**config.mk**
```make
export PLATFORM = sky130hd
export DESIGN_NAME = uart_time_reporter
export DESIGN_NICKNAME = d
export VERILOG_FILES = /design/src/rtl/uart_pkg.sv /design/src/rtl/bin_to_ascii2.sv /design/src/rtl/uart_time_reporter.sv
export SDC_FILE = /design/constraint.sdc
export NUM_CORES = 1
export LEC_CHECK = 0
export CAP_MARGIN = 10
export CORE_MARGIN = 2
export CORE_UTILIZATION = 55
export CTS_BUF_LIST = sky130_fd_sc_hd__clkbuf_8 sky130_fd_sc_hd__clkbuf_16
export CTS_CLUSTER_DIAMETER = 80
export DETAILED_ROUTE_END_ITERATION = 10
export PLACE_DENSITY = 0.77
export SLEW_MARGIN = 20
export SYNTH_ARGS = -nofsm -noshare
export SYNTH_HDL_FRONTEND = slang
export SYNTH_SLANG_ARGS = --single-unit
```
**constraint.sdc**
```tcl
create_clock -name clk -period 5.48 [get_ports clk]
set_input_delay 1.37 -clock clk [delete_from_list [all_inputs] [get_ports clk]]
set_output_delay 1.37 -clock clk [all_outputs]
set_load 0.03 [all_outputs]
```
**src/rtl/uart_pkg.sv**
```systemverilog
// Shared FSM encoding, ASCII constants and frame geometry for the time reporter.
package uart_pkg;

  typedef enum logic [2:0] {
    StIdle,
    StLoad,
    StSend,
    StWaitBusy,
    StWaitDone
  } state_e;

  localparam logic [7:0] AsciiZero  = 8'h30;
  localparam logic [7:0] AsciiColon = 8'h3A;
  localparam logic [7:0] AsciiCr    = 8'h0D;
  localparam logic [7:0] AsciiLf    = 8'h0A;

  // Frame lengths with and without the trailing CR LF.
  localparam int unsigned FrameLenCrlf = 10;
  localparam int unsigned FrameLenBare = 8;

  // Largest legal field values; anything above is sent as these.
  localparam logic [4:0] HourMax   = 5'd23;
  localparam logic [5:0] MinSecMax = 6'd59;

endpackage

```
**src/rtl/bin_to_ascii2.sv**
```systemverilog
// Combinational binary (0-99) to two ASCII decimal digits, tens first.
module bin_to_ascii2
  import uart_pkg::*;
(
  input  logic [6:0] value,
  output logic [7:0] tens_char,
  output logic [7:0] ones_char
);

  logic [3:0] tens;
  logic [3:0] ones;

  // Find the tens digit by threshold compare, remainder gives the ones digit.
  always_comb begin
    tens = 4'd0;
    for (int i = 1; i < 10; i++) begin
      if (value >= 7'(i * 10)) tens = 4'(i);
    end
    ones      = 4'(value - 7'(tens) * 7'd10);
    tens_char = AsciiZero + {4'h0, tens};
    ones_char = AsciiZero + {4'h0, ones};
  end

endmodule

```
**src/rtl/uart_time_reporter.sv**
```systemverilog
// Sends "HH:MM:SS" (optionally followed by CR LF) to a byte UART on request.
module uart_time_reporter
  import uart_pkg::*;
#(
  parameter int unsigned EOL_CRLF      = 1,
  parameter int unsigned BUSY_WAIT_MAX = 4
) (
  input  logic       clk,
  input  logic       rst,
  input  logic       report_req,
  input  logic [4:0] hour,
  input  logic [5:0] min,
  input  logic [5:0] sec,
  input  logic       tx_busy,
  output logic [7:0] tx_data,
  output logic       tx_start,
  output logic       report_busy,
  output logic       report_done
);

  localparam logic [3:0] LastIdx = (EOL_CRLF != 0) ? 4'(FrameLenCrlf - 1) : 4'(FrameLenBare - 1);
  // Counter only needs to reach BUSY_WAIT_MAX-1.
  localparam int unsigned CntW = (BUSY_WAIT_MAX < 2) ? 1 : $clog2(BUSY_WAIT_MAX);

  state_e          state;
  logic [3:0]      idx;
  logic [CntW-1:0] wait_cnt;
  logic [4:0]      snap_hour;
  logic [5:0]      snap_min;
  logic [5:0]      snap_sec;

  logic [7:0] hour_t, hour_o, min_t, min_o, sec_t, sec_o;
  logic [3:0] send_idx;
  logic [7:0] send_byte;
  logic       wait_expired;
  logic       byte_finished;

  bin_to_ascii2 u_hour (.value({2'b00, snap_hour}), .tens_char(hour_t), .ones_char(hour_o));
  bin_to_ascii2 u_min  (.value({1'b0, snap_min}),   .tens_char(min_t),  .ones_char(min_o));
  bin_to_ascii2 u_sec  (.value({1'b0, snap_sec}),   .tens_char(sec_t),  .ones_char(sec_o));

  // Select the byte that the next SEND will present: index 0 from LOAD, else idx+1.
  always_comb begin
    send_idx = (state == StLoad) ? 4'd0 : idx + 4'd1;
    unique case (send_idx)
      4'd0:    send_byte = hour_t;
      4'd1:    send_byte = hour_o;
      4'd2:    send_byte = AsciiColon;
      4'd3:    send_byte = min_t;
      4'd4:    send_byte = min_o;
      4'd5:    send_byte = AsciiColon;
      4'd6:    send_byte = sec_t;
      4'd7:    send_byte = sec_o;
      4'd8:    send_byte = AsciiCr;
      4'd9:    send_byte = AsciiLf;
      default: send_byte = 8'h00;
    endcase
  end

  // A byte is done when the UART drops busy, or never raised it within the wait budget.
  always_comb begin
    wait_expired  = (32'(wait_cnt) + 32'd1) >= BUSY_WAIT_MAX;
    byte_finished = !tx_busy && ((state == StWaitDone) ||
                                 (state == StWaitBusy && wait_expired));
  end

  // Frame sequencer with registered UART and status outputs.
  always_ff @(posedge clk or negedge rst) begin
    if (!rst) begin
      state       <= StIdle;
      tx_data     <= 8'h00;
      tx_start    <= 1'b0;
      report_busy <= 1'b0;
      report_done <= 1'b0;
      idx         <= 4'd0;
      wait_cnt    <= '0;
      snap_hour   <= 5'd0;
      snap_min    <= 6'd0;
      snap_sec    <= 6'd0;
    end else begin
      tx_start    <= 1'b0;
      report_done <= 1'b0;
      unique case (state)
        StIdle: begin
          // A request landing on the done pulse is dropped, not deferred.
          if (report_req && !report_done) begin
            snap_hour   <= (hour > HourMax) ? HourMax : hour;
            snap_min    <= (min > MinSecMax) ? MinSecMax : min;
            snap_sec    <= (sec > MinSecMax) ? MinSecMax : sec;
            idx         <= 4'd0;
            report_busy <= 1'b1;
            state       <= StLoad;
          end
        end
        StLoad: begin
          if (!tx_busy) begin
            tx_start <= 1'b1;
            tx_data  <= send_byte;
            state    <= StSend;
          end
        end
        StSend: begin
          wait_cnt <= '0;
          state    <= StWaitBusy;
        end
        StWaitBusy, StWaitDone: begin
          if (byte_finished) begin
            if (idx == LastIdx) begin
              report_busy <= 1'b0;
              report_done <= 1'b1;
              state       <= StIdle;
            end else begin
              idx      <= idx + 4'd1;
              tx_start <= 1'b1;
              tx_data  <= send_byte;
              state    <= StSend;
            end
          end else if (state == StWaitBusy) begin
            if (tx_busy) state <= StWaitDone;
            else wait_cnt <= wait_cnt + CntW'(1);
          end
        end
        default: state <= StIdle;
      endcase
    end
  end

endmodule

```
# Yosys cells after proc, flatten, opt, wreduce, memory -nomap -nowiden

Index checks and enable logic that the tools add are counted.

Multiply operators: 3
Magnitude comparators: 31
Equal/unequal tests: 24
Multiplexer cells: 62
Reduce and logical (&&, ||, !) cells: 19
Add/sub/neg operators: 12

Operator list:

| operator                                                               | number |
|---|---|
| 8-bit case mux with 9 select lines                                     | 1 |
| 3-bit 2-to-1 mux                                                       | 17 |
| 6-bit by 4-bit adder with 7-bit output (first input constant)          | 6 |
| 6-bit by 7-bit >= comparator with 1-bit output (second input constant) | 6 |
| 4-bit 2-to-1 mux                                                       | 10 |
| 6-bit >= comparator (second input constant)                            | 6 |
| 6-bit by 5-bit >= comparator with 1-bit output (second input constant) | 4 |
| 8-bit 2-to-1 mux                                                       | 3 |
| 5-bit by 7-bit >= comparator with 1-bit output (second input constant) | 3 |
| 2-bit 2-to-1 mux                                                       | 10 |
| 4-bit AND reduction                                                    | 5 |
| 5-bit by 6-bit >= comparator with 1-bit output (second input constant) | 3 |
| 4-bit by 3-bit equality test with 1-bit output (second input constant) | 4 |
| 2-bit inequality test (second input constant)                          | 8 |
| 8-bit case mux with 2 select lines                                     | 1 |
| 4-bit equality test (second input constant)                            | 3 |
| 6-bit by 4-bit >= comparator with 1-bit output (second input constant) | 2 |
| 6-bit greater-than comparator (second input constant)                  | 2 |
| 4-bit by 3-bit multiplier with 3-bit output (second input constant)    | 3 |
| 1-bit 2-to-1 mux                                                       | 12 |
| 6-bit 2-to-1 mux                                                       | 2 |
| 3-bit case mux with 4 select lines                                     | 1 |
| 4-bit subtractor                                                       | 3 |
| 5-bit >= comparator (second input constant)                            | 2 |
| other kinds (24)                                                       | 34 |

Word-level logic and storage cells: 161
Output and inout port bits: 11
Input port bits: 21
Bits in registers: 37

# Depth between registers and ports, before layout

Depth after elaboration: 17
Gate-level depth with buffers: 11
Depth with buffers taken out: 10

# Hierarchy

Synthesis repeated with hierarchy kept, for this count alone.

Cells, all modules: 425
Area, all modules: 3414.5 um^2

Modules (own cells, without submodules):

| module             | area each (um^2) | instances | cells each | seq. area each (um^2) |
|---|---|---|---|---|
| uart_time_reporter | 2517.4           | 1         | 281        | 925.9 |
| bin_to_ascii2      | 299.0            | 3         | 48         | 0.0 |

# Worst setup path before layout

OpenSTA, ideal clock, no wires.

Kind: input to register
Start: input port tx_busy
End: register tx_data[4]
Slack: 3098 ps
Required time: 5359 ps
Path buffers: 1
Library setup time: 121 ps
Arrival: 2261 ps
Cell stages on the path: 6
Cells stage by stage: clkbuf_1 > nor2_1 > nand2_2 > o21a_1 > inv_2 > o22a_1

Word-level cells in the longest chain between the ends: 4
Elaborated cells on any way between the ends: 5
Classes of those cells: 2 x eq/ne; 3 x reduce/logical

Ends and longest elaborated chain:

| item                            | RTL line                  | text |
|---|---|---|
| from (decl)                     | uart_time_reporter.sv:14  | `input logic tx_busy,` |
| 1-bit zero test                 | n/a                       |  |
| 1-bit logical AND               | uart_time_reporter.sv:63  | `byte_finished = !tx_busy && ((state == StWaitDone) \|\|` |
| 2-bit inequality test (no line) | n/a                       |  |
| 4-bit AND reduction (no line) * | n/a                       |  |
| to (signal assigned)            | uart_time_reporter.sv:98  | `tx_data <= send_byte;` |
| to (signal assigned)            | uart_time_reporter.sv:115 | `tx_data <= send_byte;` |
| to (decl)                       | uart_time_reporter.sv:15  | `output logic [7:0] tx_data,` |

Every way passes the cells marked *; elsewhere a longest branch is shown, timed or not.
A chain may end at the register's enable or synchronous reset.

# Worst setup path in the final report

Start: register idx[0]
End: register tx_data[3]

Word-level cells in the longest chain between the ends: 8
Elaborated cells on any way between the ends: 21
Classes of those cells: 1 x add/sub; 11 x eq/ne; 6 x mux; 3 x reduce/logical

Ends and longest elaborated chain:

| item                                                                                                             | RTL line                  | text |
|---|---|---|
| from (decl)                                                                                                      | uart_time_reporter.sv:26  | `logic [3:0] idx;` |
| from (signal assigned)                                                                                           | uart_time_reporter.sv:113 | `idx <= idx + 4'd1;` |
| 4-bit by 1-bit adder with 4-bit output                                                                           | uart_time_reporter.sv:44  | `send_idx = (state == StLoad) ? 4'd0 : idx + 4'd1;` |
| 4-bit 2-to-1 mux                                                                                                 | uart_time_reporter.sv:44  |  |
| 4-bit by 3-bit equality test with 1-bit output or 4-bit by 2-bit equality test with 1-bit output (tied branches) | uart_time_reporter.sv:45  | `unique case (send_idx)` |
| 2-bit OR reduction (no line)                                                                                     | n/a                       |  |
| 8-bit case mux with 9 select lines                                                                               | uart_time_reporter.sv:45  |  |
| 8-bit 2-to-1 mux                                                                                                 | uart_time_reporter.sv:108 | `if (idx == LastIdx) begin` |
| 8-bit 2-to-1 mux                                                                                                 | uart_time_reporter.sv:107 | `if (byte_finished) begin` |
| 8-bit case mux with 2 select lines                                                                               | uart_time_reporter.sv:83  | `unique case (state)` |

Several ways; a longest one is shown, not always the timed one. The select of a mux whose other input is x is not followed.

==> metrics.txt <==
WHS Endpoint=tx_data[2]; Die ar.=5060 um^2; CP Launch Type=flip-flop; hold_buf cts=0; cells on worst reg2reg path=6; area delta synth->final=13.2%; Netlist cell types=64; final wirelength=5070 um; post-synthesis average cell area=8.56 um^2; die height=71.2 um; die width=71.2 um; Post-synth EDFFs=0; design area=2810 um^2; Setup Crit Path Kind=flip-flop to flip-flop; Final Hold Fails=0; top sig layer=met4; setup bufs post-CTS=0; Placement Setup Slack=2.24 ns; VDD IR max=0.270 mV; synthesis warning total=0; largest net degree at the start of global routing=35; Hold Crit Start=tx_data[2]; Hold Crit Depth=2; fin crit period=2.80 ns; number of global-route vias before repair=1941; fin crit share=0.511; GP Congestion=0.862; met3 wire length=176 um; dpl hpwl=3670 um; setup_tns=0 ns; first-pass GRT wire length=8800 um; Critical Path RT=5.64 ns; placed cells=350; post-synthesis async set-or-reset flop share=1.00; placed inst area=2720 um^2; Clock Tree Root=clkbuf_8; max_cap viols=0; Clock Latency Late Sink=0.28 ns; share of layout cells above drive strength 1=0.0754; M1 WL=2510 um; Overall Power=1.42 mW; cell count after synthesis=290; Iter 0 DRT Violations=117; final layout net count=335; clock skew=0.00532 ns; Worst Tran Pin Value=0.849 ns; number of CTS-inserted buffers=5; outcome=finished clean; Seq cells post-synth=34; gr usage total=0.213; IO Port Bufs=29; Top FF cell, synth=dfrtp_1; max-slew violation count=0; Initial Util=0.570; Mapped Area=2480 um^2; most frequent cells in the layout=43 x nand2_1, 34 x dfrtp_1, 29 x clkdlybuf4s50_1; H-tree levels=2; RR Startpoint=idx[0]; RSZ-0062 raised after global routing=no; initial antenna violation count=0; final non-filler cell total=357; CP endpoint kind=flip-flop; Num Clock Sinks=34; DR pass1 iterations=4; Slew headroom=0.430; Max clock buf depth=2; DR DRC count=0; Worst Path Max Fanout=20; final setup vio count=0; FMAX=357 MHz; Diodes inserted=0; post-cts resize count=0; crit path DAT=2.96 ns; R2R Setup Slk=2.68 ns; Vias/cell=5.88; Setup WS post-layout=2.68 ns; r2r endpoint=tx_data[3]; routed vias=2098; PwrDens=504 nW/um^2; hold crit path type=flip-flop to flip-flop; wire length per cell=14.2 um; GRT overflow=0; register area share after synthesis=0.343; WL met2=2350 um; Routed Antenna Nets=0; I/O pins=32; Reg clk slew, reported paths=0.07 ns; core footprint=4350 um^2; Pleak=1.20 nW; most common cell after layout, fill and taps aside=nand2_1; Placement Rows=24; CTS tree=built
-- worst max-delay path, stage by stage (launching register included) --
cell	delay, ns
dfrtp_1	0.60
ha_1	0.51
xnor2_1	0.75
nor2_1	0.12
and4_1	0.26
a222oi_1	0.34
o21ai_1	0.10
-- worst max path at each step --
stage / end / startpoint / cells after the start
floorplan: tx_data[4] / tx_busy / 6
global placement: snap_min[0] / report_req / 5
detailed placement: snap_min[1] / report_req / 5
CTS: snap_min[1] / report_req / 5
global route: tx_data[3] / idx[0] / 6
finish: tx_data[3] / idx[0] / 6
-- cell usage after synthesis (4+ instances only) --
library cell / n / area (um^2)
a21oi_1: 10 / 50.1
a221oi_1: 4 / 35.0
a22o_1: 4 / 35.0
buf_2: 11 / 55.1
buf_4: 5 / 37.5
clkbuf_1: 5 / 18.8
dfrtp_1: 34 / 851
ha_1: 6 / 75.1
inv_1: 14 / 52.6
nand2_1: 43 / 161
nand2b_1: 5 / 31.3
nand3_1: 7 / 35.0
nor2_1: 14 / 52.6
nor2b_1: 8 / 50.1
nor3b_1: 4 / 30.0
o21ai_0: 28 / 140
o21ai_1: 6 / 30.0
o22ai_1: 4 / 25.0
xnor2_1: 4 / 35.0
xor2_1: 5 / 43.8
-- flip-flops by register name (all words and copies together), names as in the netlist --
signal,flops
state,3
snap_min,6
idx,4
tx_start,1
wait_cnt,2
tx_data,5
report_done,1
snap_hour,5
snap_sec,6
report_busy,1
-- kinds of logic (layout without fill, tap and decap cells) --
family	Yosys count	after routing	synth area share
XOR/XNOR	10	10	0.0383
AO/OA/AOI/OAI	84	84	0.223
multiplexers	4	4	0.0166
flip-flops	34	34	0.343
other	1	2	0.00151
adder cells (fa/ha/maj)	11	11	0.0625
buffers and inverters	39	53	0.0756
AND/OR/NAND/NOR	107	107	0.240
-- layout make-up --
type | count | area [um^2]
Clock buffer | 5 | 68.8
Clock inverter | 2 | 10.0
Fill cell | 375 | 1550
Inverter | 16 | 60.1
Multi-Input combinational cell | 218 | 1460
Sequential cell | 34 | 851
Tap cell | 52 | 65.1
Timing Repair Buffer | 30 | 298
-- power breakdown --
part	total, mW	switching [mW]	internal, mW	leakage [nW]
registers	0.498	0.157	0.342	0.425
clock network	0.173	0.0880	0.0852	0.0438
logic	0.744	0.396	0.348	0.727
total	1.42	0.640	0.775	1.20
-- per-layer routing --
metal / vias to the layer above / global-route usage
li1: 1055 / -
met1: 994 / 0.311
met2: 44 / 0.334
met3: 5 / 0.0399
met4: 0 / 0.0377
met5: - / 0
-- stage by stage --
| stage | util | hold WS [ns] |
|---|---|---|
| floorplan | - | 0.438 |
| global placement | 0.625 | 0.465 |
| detailed placement | 0.625 | 0.474 |
| CTS | 0.643 | 0.490 |
| global route | 0.645 | 0.512 |
| finish | 0.645 | 0.483 |
(Power assumes the default switching activity.)
